### config.mk
export PLATFORM = sky130hd
export DESIGN_NAME = rob_commit_flat
export DESIGN_NICKNAME = d
export VERILOG_FILES = /design/src/rtl/rob_commit_if.sv /design/src/rtl/rob_commit.sv /design/src/flat_wrapper.sv
export SDC_FILE = /design/constraint.sdc
export NUM_CORES = 1
export LEC_CHECK = 0
export ABC_AREA = 0
export BUFFER_PORTS_ARGS = -buffer_cell sky130_fd_sc_hd__buf_4
export CELL_PAD_IN_SITES_DETAIL_PLACEMENT = 1
export CELL_PAD_IN_SITES_GLOBAL_PLACEMENT = 2
export CORE_MARGIN = 4
export CORE_UTILIZATION = 30
export CTS_BUF_LIST = sky130_fd_sc_hd__clkbuf_8
export DETAILED_ROUTE_END_ITERATION = 10
export PLACE_DENSITY_LB_ADDON = 0.08
export SKIP_LAST_GASP = 1
export SLEW_MARGIN = 30
export SYNTH_ARGS = -nofsm -noshare
export SYNTH_HDL_FRONTEND = slang
export SYNTH_SLANG_ARGS = --single-unit
### constraint.sdc
create_clock -name clk -period 4.67 [get_ports clk]
set_input_delay 0.7005 -clock clk [delete_from_list [all_inputs] [get_ports clk]]
set_output_delay 0.7005 -clock clk [all_outputs]
set_load 0.02 [all_outputs]
### src/rtl/rob_commit_if.sv
// Dispatch / completion / retire bundle for rob_commit.
// master: dispatch, completion units and the register file side.
// slave : the reorder buffer itself.
// Signals: alloc_* (dispatch request and tag return), cmpl_*1/2 (two
// completion ports), arf_write_* and retire_count (retire to ARF),
// rob_empty, and flush when ROB_FLUSH_EN is defined.
interface rob_commit_if #(
  parameter int unsigned ROB_IDX = 4,
  parameter int unsigned AR_SIZE = 6
) ();
  logic               alloc_valid;
  logic [AR_SIZE-1:0] alloc_rd;
  logic               alloc_has_rd;
  logic               alloc_ready;
  logic [ROB_IDX-1:0] alloc_tag;

  logic               cmpl_valid1;
  logic [ROB_IDX-1:0] cmpl_tag1;
  logic [31:0]        cmpl_data1;
  logic               cmpl_valid2;
  logic [ROB_IDX-1:0] cmpl_tag2;
  logic [31:0]        cmpl_data2;

  logic [AR_SIZE-1:0] arf_write_addr1;
  logic [31:0]        arf_write_data1;
  logic [AR_SIZE-1:0] arf_write_addr2;
  logic [31:0]        arf_write_data2;
  logic               arf_write_en;
  logic [1:0]         retire_count;
  logic               rob_empty;
`ifdef ROB_FLUSH_EN
  logic               flush;
`endif

  modport master (
    output alloc_valid, alloc_rd, alloc_has_rd,
    output cmpl_valid1, cmpl_tag1, cmpl_data1,
    output cmpl_valid2, cmpl_tag2, cmpl_data2,
`ifdef ROB_FLUSH_EN
    output flush,
`endif
    input  alloc_ready, alloc_tag,
    input  arf_write_addr1, arf_write_data1, arf_write_addr2, arf_write_data2,
    input  arf_write_en, retire_count, rob_empty
  );

  modport slave (
    input  alloc_valid, alloc_rd, alloc_has_rd,
    input  cmpl_valid1, cmpl_tag1, cmpl_data1,
    input  cmpl_valid2, cmpl_tag2, cmpl_data2,
`ifdef ROB_FLUSH_EN
    input  flush,
`endif
    output alloc_ready, alloc_tag,
    output arf_write_addr1, arf_write_data1, arf_write_addr2, arf_write_data2,
    output arf_write_en, retire_count, rob_empty
  );
endinterface

### src/rtl/rob_commit.sv
// Reorder buffer with in-order dual retire.
// Ports: clk, rstn (synchronous, active-low), rob (rob_commit_if.slave).
// Allocates one entry per dispatch at the tail, accepts two completion
// ports (port 2 wins on a same-tag collision), retires up to two done
// entries per cycle from the head into the ARF dual write port.
// alloc_ready, alloc_tag and rob_empty are combinational from the
// pointers; all other outputs are registered.
// Optional feature: ROB_FLUSH_EN adds rob.flush, which empties the buffer.
module rob_commit #(
  parameter int unsigned ROB_DEPTH = 16,
  parameter int unsigned ROB_IDX   = 4,
  parameter int unsigned AR_SIZE   = 6
) (
  input logic        clk,
  input logic        rstn,
  rob_commit_if.slave rob
);
  localparam int unsigned PTR_W = ROB_IDX + 1;

  logic [PTR_W-1:0]   head;
  logic [PTR_W-1:0]   tail;
  logic [ROB_DEPTH-1:0] ent_valid;
  logic [ROB_DEPTH-1:0] ent_done;
  logic [ROB_DEPTH-1:0] ent_has_rd;
  logic [AR_SIZE-1:0] ent_rd   [ROB_DEPTH];
  logic [31:0]        ent_data [ROB_DEPTH];

  logic [ROB_IDX-1:0] head_idx;
  logic [ROB_IDX-1:0] head_idx1;
  logic [ROB_IDX-1:0] tail_idx;
  logic               full_c;
  logic               alloc_fire_c;
  logic               cmpl1_ok_c;
  logic               cmpl2_ok_c;
  logic               ret1_c;
  logic               ret2_c;
  logic [1:0]         ret_n_c;
  logic               flush_c;

`ifdef ROB_FLUSH_EN
  assign flush_c = rob.flush;
`else
  assign flush_c = 1'b0;
`endif

  // Pointer decode; the extra MSB separates full from empty
  assign head_idx  = head[ROB_IDX-1:0];
  assign head_idx1 = head_idx + ROB_IDX'(1);
  assign tail_idx  = tail[ROB_IDX-1:0];
  assign full_c    = (head_idx == tail_idx) && (head[ROB_IDX] != tail[ROB_IDX]);

  assign rob.alloc_ready = !full_c;
  assign rob.alloc_tag   = tail_idx;
  assign rob.rob_empty   = (head == tail);

  assign alloc_fire_c = rob.alloc_valid && !full_c;

  // Completions to entries that are not live are dropped
  assign cmpl1_ok_c = rob.cmpl_valid1 && ent_valid[rob.cmpl_tag1];
  assign cmpl2_ok_c = rob.cmpl_valid2 && ent_valid[rob.cmpl_tag2];

  // Retire decision from pre-edge state; slot 2 only behind slot 1
  assign ret1_c  = ent_valid[head_idx] && ent_done[head_idx];
  assign ret2_c  = ret1_c && ent_valid[head_idx1] && ent_done[head_idx1];
  assign ret_n_c = {1'b0, ret1_c} + {1'b0, ret2_c};

  // Control state, pointers and registered retire outputs
  always_ff @(posedge clk) begin
    if (!rstn) begin
      head                <= '0;
      tail                <= '0;
      ent_valid           <= '0;
      ent_done            <= '0;
      rob.arf_write_en    <= 1'b0;
      rob.arf_write_addr1 <= '0;
      rob.arf_write_data1 <= '0;
      rob.arf_write_addr2 <= '0;
      rob.arf_write_data2 <= '0;
      rob.retire_count    <= '0;
    end else if (flush_c) begin
      ent_valid           <= '0;
      ent_done            <= '0;
      tail                <= head;
      rob.arf_write_en    <= 1'b0;
      rob.arf_write_addr1 <= '0;
      rob.arf_write_data1 <= '0;
      rob.arf_write_addr2 <= '0;
      rob.arf_write_data2 <= '0;
      rob.retire_count    <= '0;
    end else begin
      rob.arf_write_en    <= ret1_c;
      rob.retire_count    <= ret_n_c;
      rob.arf_write_addr1 <= (ret1_c && ent_has_rd[head_idx])  ? ent_rd[head_idx]    : '0;
      rob.arf_write_data1 <= (ret1_c && ent_has_rd[head_idx])  ? ent_data[head_idx]  : '0;
      rob.arf_write_addr2 <= (ret2_c && ent_has_rd[head_idx1]) ? ent_rd[head_idx1]   : '0;
      rob.arf_write_data2 <= (ret2_c && ent_has_rd[head_idx1]) ? ent_data[head_idx1] : '0;

      if (cmpl1_ok_c) ent_done[rob.cmpl_tag1] <= 1'b1;
      if (cmpl2_ok_c) ent_done[rob.cmpl_tag2] <= 1'b1;
      if (ret1_c) begin
        ent_valid[head_idx] <= 1'b0;
        ent_done[head_idx]  <= 1'b0;
      end
      if (ret2_c) begin
        ent_valid[head_idx1] <= 1'b0;
        ent_done[head_idx1]  <= 1'b0;
      end
      // Tail slot is never live when not full, so no overlap with retire
      if (alloc_fire_c) begin
        ent_valid[tail_idx] <= 1'b1;
        ent_done[tail_idx]  <= 1'b0;
      end

      head <= head + PTR_W'(ret_n_c);
      tail <= tail + PTR_W'(alloc_fire_c);
    end
  end

  // Entry payload; meaningful only while the valid bit is set
  always_ff @(posedge clk) begin
    if (cmpl1_ok_c) ent_data[rob.cmpl_tag1] <= rob.cmpl_data1;
    if (cmpl2_ok_c) ent_data[rob.cmpl_tag2] <= rob.cmpl_data2;
    if (alloc_fire_c) begin
      ent_rd[tail_idx]     <= rob.alloc_rd;
      ent_has_rd[tail_idx] <= rob.alloc_has_rd;
    end
  end
endmodule

### src/flat_wrapper.sv
// flat-port wrapper written by rule: the top's interface ports become plain ports
module rob_commit_flat 
#(
  parameter int unsigned ROB_DEPTH = 16,
  parameter int unsigned ROB_IDX   = 4,
  parameter int unsigned AR_SIZE   = 6
)
  (clk, rstn, rob_alloc_valid, rob_alloc_rd, rob_alloc_has_rd, rob_cmpl_valid1, rob_cmpl_tag1, rob_cmpl_data1, rob_cmpl_valid2, rob_cmpl_tag2, rob_cmpl_data2, rob_alloc_ready, rob_alloc_tag, rob_arf_write_addr1, rob_arf_write_data1, rob_arf_write_addr2, rob_arf_write_data2, rob_arf_write_en, rob_retire_count, rob_rob_empty);
  rob_commit_if #(.ROB_IDX(ROB_IDX), .AR_SIZE(AR_SIZE)) rob_i ();
  input logic clk;
  input logic rstn;
  input wire logic [$bits(rob_i.alloc_valid)-1:0] rob_alloc_valid;
  input wire logic [$bits(rob_i.alloc_rd)-1:0] rob_alloc_rd;
  input wire logic [$bits(rob_i.alloc_has_rd)-1:0] rob_alloc_has_rd;
  input wire logic [$bits(rob_i.cmpl_valid1)-1:0] rob_cmpl_valid1;
  input wire logic [$bits(rob_i.cmpl_tag1)-1:0] rob_cmpl_tag1;
  input wire logic [$bits(rob_i.cmpl_data1)-1:0] rob_cmpl_data1;
  input wire logic [$bits(rob_i.cmpl_valid2)-1:0] rob_cmpl_valid2;
  input wire logic [$bits(rob_i.cmpl_tag2)-1:0] rob_cmpl_tag2;
  input wire logic [$bits(rob_i.cmpl_data2)-1:0] rob_cmpl_data2;
  output wire logic [$bits(rob_i.alloc_ready)-1:0] rob_alloc_ready;
  output wire logic [$bits(rob_i.alloc_tag)-1:0] rob_alloc_tag;
  output wire logic [$bits(rob_i.arf_write_addr1)-1:0] rob_arf_write_addr1;
  output wire logic [$bits(rob_i.arf_write_data1)-1:0] rob_arf_write_data1;
  output wire logic [$bits(rob_i.arf_write_addr2)-1:0] rob_arf_write_addr2;
  output wire logic [$bits(rob_i.arf_write_data2)-1:0] rob_arf_write_data2;
  output wire logic [$bits(rob_i.arf_write_en)-1:0] rob_arf_write_en;
  output wire logic [$bits(rob_i.retire_count)-1:0] rob_retire_count;
  output wire logic [$bits(rob_i.rob_empty)-1:0] rob_rob_empty;
  assign rob_i.alloc_valid = rob_alloc_valid;
  assign rob_i.alloc_rd = rob_alloc_rd;
  assign rob_i.alloc_has_rd = rob_alloc_has_rd;
  assign rob_i.cmpl_valid1 = rob_cmpl_valid1;
  assign rob_i.cmpl_tag1 = rob_cmpl_tag1;
  assign rob_i.cmpl_data1 = rob_cmpl_data1;
  assign rob_i.cmpl_valid2 = rob_cmpl_valid2;
  assign rob_i.cmpl_tag2 = rob_cmpl_tag2;
  assign rob_i.cmpl_data2 = rob_cmpl_data2;
  assign rob_alloc_ready = rob_i.alloc_ready;
  assign rob_alloc_tag = rob_i.alloc_tag;
  assign rob_arf_write_addr1 = rob_i.arf_write_addr1;
  assign rob_arf_write_data1 = rob_i.arf_write_data1;
  assign rob_arf_write_addr2 = rob_i.arf_write_addr2;
  assign rob_arf_write_data2 = rob_i.arf_write_data2;
  assign rob_arf_write_en = rob_i.arf_write_en;
  assign rob_retire_count = rob_i.retire_count;
  assign rob_rob_empty = rob_i.rob_empty;
  rob_commit #(.ROB_DEPTH(ROB_DEPTH), .ROB_IDX(ROB_IDX), .AR_SIZE(AR_SIZE)) u_core (.clk(clk), .rstn(rstn), .rob(rob_i));
endmodule
==> results.toml, run 1 <==
[run_status]
status = "completed"

[pwr]
p_leak_nw = 14.67
peakVddDrop_mv = 0.2762
p_switching_mw = 3.433
p_int_mw = 10.99
comb_power_share = 0.044
seqPwrFrac = 0.502
total_power_mw = 14.42
power_density_nw_per_um2 = 311.0
clock_power_share = 0.454
swShare = 0.2381

[yosys]
synth_seq_cells = 745
synth_nets = 2643
async_flop_share = 0
yosys_warnings = 0
synth_edf_count = 624
ys_types = 62
ys_seq_area_frac = 0.5282
synthCells = 2546
postSynthAreaPerCell_sq_um = 15.74
synthFlopType = "edfxtp_1"
syn_area_sq_um = 40060

[drt]
drtPass1Iterations = 5
wl_per_cell_microns = 34.53
num_vias = 25244
drt.antenna.violating_nets = 0
drt-total-wl_microns = 157900
drt-initial-drc-count = 1693
drc = 0
vias_per_cell = 5.520

[global_routing]
grt_pass1_wl_microns = 222500
antenna_found_initial = 10
grt_pass1_vias = 27667
overflow = 0
grt_max_degree = 113
grt_usage = 0.2244

[worst_hold_path]
whs_path_depth = 1
hold_end = "u_core.ent_rd[14][5]"
min_from = "rob_alloc_rd[5]"
min_path_type = "in2reg"

[cts]
clk_latency_ps = 880
cts-resized-gates = 0
path_clk_slew_ps = 60
cts_tree = "yes"
cts_root_buf = "clkbuf_8"
clockBufferDepth = 3
cts.sinks = 745
holdBufCountCts = 0
htreeDepth = 4
cts_setup_buffers = 0
numCtsBuffers = 146

[sta]
tns_ps = 0
setup_viol = 0
relSlewSlack = 0.3222
finalHoldViolations = 0
period_minus_slack_ps = 3767
fin_skew_ps = 35.51
drv_slew = 0
rsz0062_at_grt = "false"
fmax_mhz = 265.5
tightestPinTransition_ps = 1017
min_period_over_period = 0.8065

[floorplan]
core_sq_um = 132100
ios = 169
initial_core_util = 0.3032
rows = 133
fp.dieH_microns = 373.4
dieArea_sq_um = 139500
dieWidth_microns = 373.4

[placement]
hpwlAfterDp_microns = 89910
gp_congestion = 0.7815
portBuffers = 168

[layout]
drive_gt1_frac = 0.4895
final_common_cell = "edfxtp_1"
nNetsFinal = 2789
n_fill_cell = 13518
final_core_util = 0.3510
final-seq-area_sq_um = 21180
multi_input_area_sq_um = 17860
syn2layout_area_growth_pct = 15.75
final_cell_mix = "edfxtp_1 (624), mux2_2 (513), mux4_2 (356)"

[critical_path]
regToRegEndpoint = "u_core.head[4]"
cp-start-kind = "flop"
cp.arrival_ps = 4520
end_kind = "flop"
rrSetupSlack_ps = 900
required_ps = 5420
criticalPathCategory = "reg2reg"
rr_worst_depth = 12
worstPathMaxFanout = 24
r2r-start = "u_core.head[1]"

[run]
maxCapViolCount = 0
cell usage after synthesis (2+ instances only):
cell type | count | area [sq um]
a2111oi_0 | 8 | 70.07
a2111oi_1 | 5 | 50.05
a2111oi_2 | 3 | 45.04
a31o_2 | 8 | 70.07
a41o_1 | 4 | 40.04
and2_1 | 15 | 93.84
and3_1 | 10 | 62.56
and3b_1 | 2 | 17.52
and4_1 | 3 | 26.28
buf_1 | 8 | 30.03
buf_2 | 69 | 345.3
buf_4 | 12 | 90.09
buf_6 | 9 | 101.4
clkbuf_1 | 161 | 604.3
dfxtp_1 | 121 | 2422
edfxtp_1 | 624 | 18740
ha_1 | 12 | 150.1
inv_1 | 28 | 105.1
mux2_2 | 513 | 5777
mux2i_1 | 8 | 80.08
mux4_1 | 6 | 157.7
mux4_2 | 356 | 8018
nand2_1 | 179 | 671.9
nand2b_1 | 12 | 75.07
nand3_1 | 133 | 665.6
nand4_1 | 4 | 25.02
nor2_1 | 45 | 168.9
nor2b_1 | 42 | 262.8
nor3_1 | 46 | 230.2
nor3b_1 | 2 | 15.01
nor4_1 | 12 | 75.07
o2111ai_1 | 3 | 26.28
o2111ai_2 | 3 | 45.04
o211ai_1 | 6 | 45.04
o21ai_0 | 16 | 80.08
o22ai_1 | 5 | 31.28
o31ai_1 | 8 | 60.06
o32ai_1 | 8 | 70.07
or2_2 | 2 | 12.51
xnor2_1 | 9 | 78.83
xnor2_2 | 2 | 32.53
xor2_1 | 4 | 35.03
per-layer routing:
metal  vias up  GRT usage  part of all wire
li1      10526          -                 -
met3       229    0.04158             0.047
met4        10    0.05821             0.023
met1     13830     0.2920              0.43
met2       649     0.3853              0.50
met5         -          0           0.00047
state kept, by name, indices dropped and copies added (netlist names):
signal / count
u_core.ent_valid: 16
u_core.ent_data: 512
u_core.ent_rd: 96
u_core.tail: 5
u_core.ent_has_rd: 16
u_core.rob.arf_write_data1: 32
u_core.rob.arf_write_en: 1
u_core.rob.arf_write_data2: 32
u_core.rob.retire_count: 2
u_core.rob.arf_write_addr2: 6
u_core.ent_done: 16
u_core.head: 5
u_core.rob.arf_write_addr1: 6
final cells by class:
class                   instances  share of cell area
diodes                          3           0.0001619
clock buffers                 163             0.04838
clock inverters               108             0.01292
inverters                      30            0.002428
multi-input cells            1510              0.3852
flip-flops and latches        745              0.4566
well taps                    1755             0.04735
repair buffers                259             0.04695
worst max path at each step:
| stage | startpoint | end | slack [ps] | depth (start not counted) |
|---|---|---|---|---|
| finish | u_core.head[1] | u_core.head[4] | 900 | 12 |
| global route | u_core.head[1] | u_core.head[4] | 720 | 11 |
| global placement | u_core.head[1] | u_core.head[4] | 1010 | 11 |
| floorplan | u_core.head[1] | u_core.head[4] | 490 | 20 |
| CTS | u_core.head[1] | u_core.head[4] | 930 | 12 |
| detailed placement | u_core.head[1] | u_core.head[4] | 950 | 12 |
critical path, stage by stage (launching register included):
cell and delay [ps]:
dfxtp_4 610, inv_1 250, ha_4 460, o21ai_0 200, mux4_2 520, mux2i_4 170
nor3_1 80, ha_1 360, ha_1 240, fa_1 420, nand3_1 130, xor2_1 150
nor2_1 50
power groups by stage:
stage	logic (mW)	clock network [mW]	registers [mW]
2_1_floorplan	0.388	0	7.37
3_3_place_gp	0.614	0	7.38
3_5_place_dp	0.635	0	7.38
4_1_cts	0.640	6.80	7.24
5_1_grt	0.694	7.10	7.24
6_report	0.635	6.55	7.24
per-stage QoR:
stage | std cells | instance area (sq um) | setup slack, ps | hold WS, ps
2_1_floorplan | 2546 | 40060 | 489.3 | 463.8
3_3_place_gp | 4292 | 43370 | 1011 | 509.4
3_5_place_dp | 4299 | 43520 | 950.4 | 514.3
4_1_cts | 4570 | 46360 | 932.9 | 35.37
5_1_grt | 4571 | 46370 | 720.0 | 98.96
6_report | 4573 | 46370 | 903.5 | 156.5
logic make-up after synthesis:
kind of cell	share of synthesized area
XOR/XNOR	0.004060
adder cells (fa/ha/maj)	0.004247
AO/OA/AOI/OAI	0.01871
buffers and inverters	0.03254
AND/OR/NAND/NOR	0.06143
flip-flops	0.5282
multiplexers	0.3508
Power figures use the tool's default switching activity.
==> run 2: changes to the inputs <==
==> constraint.sdc (replaced) <==
create_clock -name clk -period 3.57 [get_ports clk]
set_input_delay 0.5355 -clock clk [delete_from_list [all_inputs] [get_ports clk]]
set_output_delay 0.5355 -clock clk [all_outputs]
set_load 0.02 [all_outputs]
==> run 2 against run 1 <==
  * Non-clock buffer count rose by 39
  * Sequential share of layout area fell by 0.62 points
  * Fmax rose by 16%
  * Final cell count rose by 1.0%
  * Routed wire length rose by 0.41%
  * Combinational power rose by 33%
  * Global-route usage barely moved
  * Sequential power rose by 31%
  * Core utilization rose by 0.48 points
  * Critical endpoint unchanged
  * Largest power group unchanged
  * Highest routed layer unchanged
==> results.toml, run 2 (same netlist as run 1, synthesis figures left out) <==
[layout]
final-seq-area_sq_um = 21180
drive_gt1_frac = 0.4975
n_fill_cell = 13493
final_common_cell = "edfxtp_1"
final_core_util = 0.3558
nNetsFinal = 2830
syn2layout_area_growth_pct = 17.35
multi_input_area_sq_um = 17880
top_regs = "u_core.ent_data: 512 flops, u_core.ent_rd: 96 flops"
regMostFlops = "u_core.ent_data"
final_cell_mix = "edfxtp_1 (624), mux2_2 (513), mux4_2 (356)"
largest_register_ffs = 512

[placement]
portBuffers = 168
gp_congestion = 0.8176
dp_slack_ps = 303.2
hpwlAfterDp_microns = 92330

[critical_path]
cp-start-kind = "flop"
criticalPathCategory = "reg2reg"
r2r-start = "u_core.head[1]"
required_ps = 4310
slowest_delay_ps = 540
worstPathMaxFanout = 17
cp_slowest_cell = "dfxtp_4"
cp-endpoint = "u_core.head[4]"
startpoint = "u_core.head[1]"
rrSetupSlack_ps = 330
cpLargestDelayFamily = "adder cells"
worst-path-stages = 12
worst-path-buf-inv = 1
rr_worst_depth = 12
cp.arrival_ps = 3980
regToRegEndpoint = "u_core.head[4]"
crit_path_cell_trace = "inv_8 > ha_4 > o21ai_1 > mux4_2 > mux2i_4 > nor3_1 > ha_1 > ha_2 > fa_2 > nand3_2 > xor2_1 > nor2_1"
end_kind = "flop"

[cts]
clk_latency_ps = 860
clockBufferDepth = 3
cts_root_buf = "clkbuf_8"
cts.sinks = 745
htreeDepth = 4
numCtsBuffers = 148
cts_tree = "yes"
path_clk_slew_ps = 60

[floorplan]
dieWidth_microns = 373.4
core_sq_um = 132100
rows = 133
ios = 169
dieArea_sq_um = 139500
initial_core_util = 0.3032
fp.dieH_microns = 373.4

[sta]
fin_skew_ps = 53.86
fin_hold_ws_ps = 110.4
finalHoldViolations = 0
relSlewSlack = 0.3670
rsz0062_at_grt = "false"
min_period_over_period = 0.9080
setup_viol = 0
drv_slew = 0
fin_ws_ps = 328.5
fmax_mhz = 308.5
period_minus_slack_ps = 3241
tightestPinTransition_ps = 949.5

[global_routing]
grt_pass1_vias = 28201
grt_max_degree = 121
met1_usage = 0.2884
grt_use_met3 = 0.03988
antenna_found_initial = 11
grt_pass1_wl_microns = 222800
grt_most_used_layer = "met2"
overflow = 0
grt_usage = 0.2248
globalRouteMet2Util = 0.3856

[pwr]
clock_power_share = 0.451
p_int_mw = 14.29
swShare = 0.2391
p_leak_nw = 14.95
power_density_nw_per_um2 = 399.5
comb_power_share = 0.045
seqPwrFrac = 0.504
p_switching_mw = 4.491
peakVddDrop_mv = 0.3466
total_power_mw = 18.78

[drt]
vias_per_cell = 5.577
drt-initial-drc-count = 1925
wl_per_cell_microns = 34.33
drc = 0
num_vias = 25761
drt.antenna.violating_nets = 0
drtPass1Iterations = 5
drt-total-wl_microns = 158600

[run]
maxCapViolCount = 0

[run_status]
status = "completed"

[worst_hold_path]
min_path_type = "in2reg"
-- run 2: cell types whose count changed in the layout (fill, tap and decap cells not counted), sizes merged --
cell         previous run  this run
buf                   259       291
bufinv                  5         2
clkbuf                163       169
clkinv                 45        36
clkinvlp                6         7
diode                   3        12
dlygate4sd3             0         7
inv                    82        85
-- run 2: repair_timing --
item	4_1_cts	5_1_grt
gates resized for setup	0	0
hold buffers	7	0
hold endpoints to repair	112	0
setup buffers	0	0
-- run 2: worst reg2reg max path, delay by kind of cell, from the launching register on --
kind,cells,cell delay [ps]
mux,2,710
xor+xnor,1,150
buf+inv,1,80
fa+ha+maj,4,1300
compound gates,1,140
simple gates,3,210
flops,1,540
-- run 2: power groups by stage --
stage / Sequential (mW) / Clock (mW) / Combinational, mW
2_1_floorplan: 9.64 / 0 / 0.507
3_3_place_gp: 9.64 / 0 / 0.808
3_5_place_dp: 9.65 / 0 / 0.838
4_1_cts: 9.47 / 8.77 / 0.850
5_1_grt: 9.46 / 9.15 / 0.922
6_report: 9.47 / 8.47 / 0.846
-- run 2: worst min path at each step --
| stage | startpoint | endpoint | depth (start not counted) |
|---|---|---|---|
| finish | rstn | u_core.head[2] | 3 |
| global route | rstn | u_core.head[2] | 3 |
| CTS | rob_cmpl_data2[6] | u_core.ent_data[4][6] | 2 |
| detailed placement | u_core.ent_valid[13] | u_core.ent_valid[13] | 2 |
| global placement | u_core.ent_valid[13] | u_core.ent_valid[13] | 2 |
| floorplan | u_core.ent_valid[2] | u_core.ent_valid[2] | 2 |
-- run 2: area by class of cell --
cell class	count	share of cell area
Inverter	30	0.002555
Timing Repair Buffer	298	0.05940
Antenna cell	12	0.0006387
Clock inverter	100	0.01038
Multi-Input combinational cell	1510	0.3804
Clock buffer	169	0.04948
Sequential cell	745	0.4504
Tap cell	1755	0.04671
-- run 2: through the flow --
stage | std cells | area, sq um | setup TNS, ps
after floorplan | 2546 | 40130 | -102.5
after global placement | 4331 | 44100 | 0
after detailed placement | 4331 | 44100 | 0
after CTS | 4607 | 46980 | 0
after global routing | 4612 | 47000 | 0
final | 4619 | 47010 | 0
-- run 2: routing by layer --
metal / wire, microns / up-vias / share of wire
met5: 27 / - / 0.00017
met4: 4696 / 4 / 0.030
met3: 8111 / 275 / 0.051
met2: 79690 / 838 / 0.50
met1: 66040 / 14004 / 0.42
li1: - / 10640 / -
==> run 3: changes to the inputs <==
--- a/config.mk
+++ b/config.mk
@@ -7,8 +7,6 @@
 export LEC_CHECK = 0
 export ABC_AREA = 0
 export BUFFER_PORTS_ARGS = -buffer_cell sky130_fd_sc_hd__buf_4
-export CELL_PAD_IN_SITES_DETAIL_PLACEMENT = 1
-export CELL_PAD_IN_SITES_GLOBAL_PLACEMENT = 2
 export CORE_MARGIN = 4
 export CORE_UTILIZATION = 30
 export CTS_BUF_LIST = sky130_fd_sc_hd__clkbuf_8
==> constraint.sdc (replaced) <==
create_clock -name clk -period 3.57 [get_ports clk]
set_input_delay 0.714 -clock clk [delete_from_list [all_inputs] [get_ports clk]]
set_output_delay 0.714 -clock clk [all_outputs]
set_load 0.02 [all_outputs]
==> run 3 against run 2 <==
  * First-iteration DRC count is 9.1% higher
  * Critical path depth shrank 7
  * Sequential share of layout area fell by 0.12 points
  * Die area unchanged
  * Core utilization rose by 0.092 points
  * Count of clock-buffer cells in the layout is 7 higher
  * Final area up 0.26%
  * Clock power increased by 5.3%
  * Routed wire length shrank 2.4%
  * Worst setup slack worse by 85 ps
==> results.toml, run 3 (same netlist as run 1, synthesis figures left out) <==
[run_status]
status = "completed"

[layout]
nNetsFinal = 2821
layout.cells.non_filler = 4608
regMostFlops = "u_core.ent_data"
top_regs = "u_core.ent_data: 512 flops, u_core.ent_rd: 96 flops"
n_fill_cell = 12671
largest_register_ffs = 512
drive_gt1_frac = 0.5067
syn2layout_area_growth_pct = 17.65
final_common_cell = "edfxtp_1"
final_cell_mix = "edfxtp_1 (624), mux2_2 (513), mux4_2 (356)"

[global_routing]
grt_max_degree = 89
grt_pass1_wl_microns = 215700
overflow = 0
antenna_found_initial = 17
grt_pass1_vias = 27415
grt_usage = 0.2182

[critical_path]
end_kind = "output port"
worstPathMaxFanout = 25
startpoint = "u_core.head[3]"
r2r-start = "u_core.head[0]"
criticalPathCategory = "reg2out"
required_ps = 2860
cp-start-kind = "flop"
rrSetupSlack_ps = 250
cp.arrival_ps = 2610

[floorplan]
fp.dieH_microns = 373.4
core_sq_um = 132100
initial_core_util = 0.3032
dieArea_sq_um = 139500
dieWidth_microns = 373.4
rows = 133
ios = 169

[worst_hold_path]
min_path_type = "in2reg"
min_from = "rob_alloc_has_rd"

[placement]
dpl.cell_count = 4327
portBuffers = 168
hpwlAfterDp_microns = 87880
gp_congestion = 0.8294

[pwr]
swShare = 0.2359
p_int_mw = 14.67
p_leak_nw = 14.99
total_power_mw = 19.21
comb_power_share = 0.043
seqPwrFrac = 0.493
p_switching_mw = 4.531
peakVddDrop_mv = 0.3075
power_density_nw_per_um2 = 407.5
clock_power_share = 0.464

[cts]
cts_tree = "yes"
clockBufferDepth = 3
cts_root_buf = "clkbuf_8"
numCtsBuffers = 148
path_clk_slew_ps = 70
cts_setup_buffers = 0
htreeDepth = 4
clk_latency_ps = 880
cts.sinks = 745

[drt]
drt.antenna.violating_nets = 0
num_vias = 25758
drt-total-wl_microns = 154700
vias_per_cell = 5.590
drtPass1Iterations = 5
drc = 0
drt-initial-drc-count = 2100
wl_per_cell_microns = 33.57

[run]
maxCapViolCount = 0

[sta]
finalHoldViolations = 0
period_minus_slack_ps = 3327
drv_slew = 0
tightestPinTransition_ps = 1031
relSlewSlack = 0.3128
fmax_mhz = 300.6
setup_viol = 0
fin_skew_ps = 55.19
min_period_over_period = 0.9319
rsz0062_at_grt = "false"
## run 3: cell types whose count changed in the layout (fill, tap and decap cells not counted), moves of 4 or more
cell,before,now
clkbuf_8,169,176
inv_1,80,72
clkinv_1,27,14
clkinv_2,9,21
diode_2,12,5
dlygate4sd3_1,7,0
nand2_4,0,4
clkinvlp_4,7,12
buf_12,43,38
nand2_2,4,0
## run 3: repair_timing
| action | 4_1_cts | 5_1_grt |
|---|---|---|
| hold buffers | 0 | 0 |
| pin swaps | 0 | 0 |
| gates resized for setup | 2 | 0 |
| endpoints found under the setup margin | 2 | 1 |
| gates cloned | 1 | 1 |
## run 3: power groups by stage
stage	registers, mW	logic (mW)	clock network (mW)
floorplan	9.64	0.507	0
global placement	9.64	0.802	0
detailed placement	9.65	0.816	0
CTS	9.47	0.824	9.21
global route	9.46	0.892	9.61
finish	9.47	0.823	8.92
## run 3: layer usage
metal,vias to the layer above,share of wire,GRT usage
li1,10630,-,-
met1,13955,0.43,0.2848
met5,-,0.00074,0
met3,234,0.055,0.04273
met4,20,0.024,0.06092
met2,919,0.49,0.3699
## run 3: area by class of cell
class	count	area [sq um]	share of cell area
Sequential cell	745	21180	0.4493
Multi-Input combinational cell	1510	17920	0.3801
Timing Repair Buffer	289	2711	0.05752
Clock buffer	176	2422	0.05139
Tap cell	1755	2196	0.04659
Clock inverter	98	580.6	0.01232
Inverter	30	120.1	0.002548
Antenna cell	5	12.51	0.0002655
## run 3: worst max-delay path, cell delays in order, from the launching register on
cell      delay, ps
dfxtp_4         480
buf_6           450
xnor2_1         230
nand4_4         200
nand2b_1        210
buf_4           160
## run 3: path summary, 6_finish.rpt
kind	cells after the start	end
worst min-delay path	1	u_core.ent_has_rd[6]
worst min register to register	2	u_core.ent_done[11]
worst max register to register	12	u_core.head[4]
worst max-delay path	5	rob_alloc_ready
## run 3: metrics by stage
| stage | setup WS, ps | TNS (ps) | area (sq um) | hold WS, ps | util |
|---|---|---|---|---|---|
| global placement | 320.7 | 0 | 44040 | 519.6 | 0.3333 |
| detailed placement | 352.1 | 0 | 44050 | 499.9 | 0.3334 |
| floorplan | -81.06 | -102.5 | 40130 | 463.8 | - |
| global route | 65.14 | 0 | 47120 | 100.7 | 0.3567 |
| finish | 243.2 | 0 | 47130 | 156.9 | 0.3567 |
| CTS | 60.62 | 0 | 47100 | 33.69 | 0.3564 |
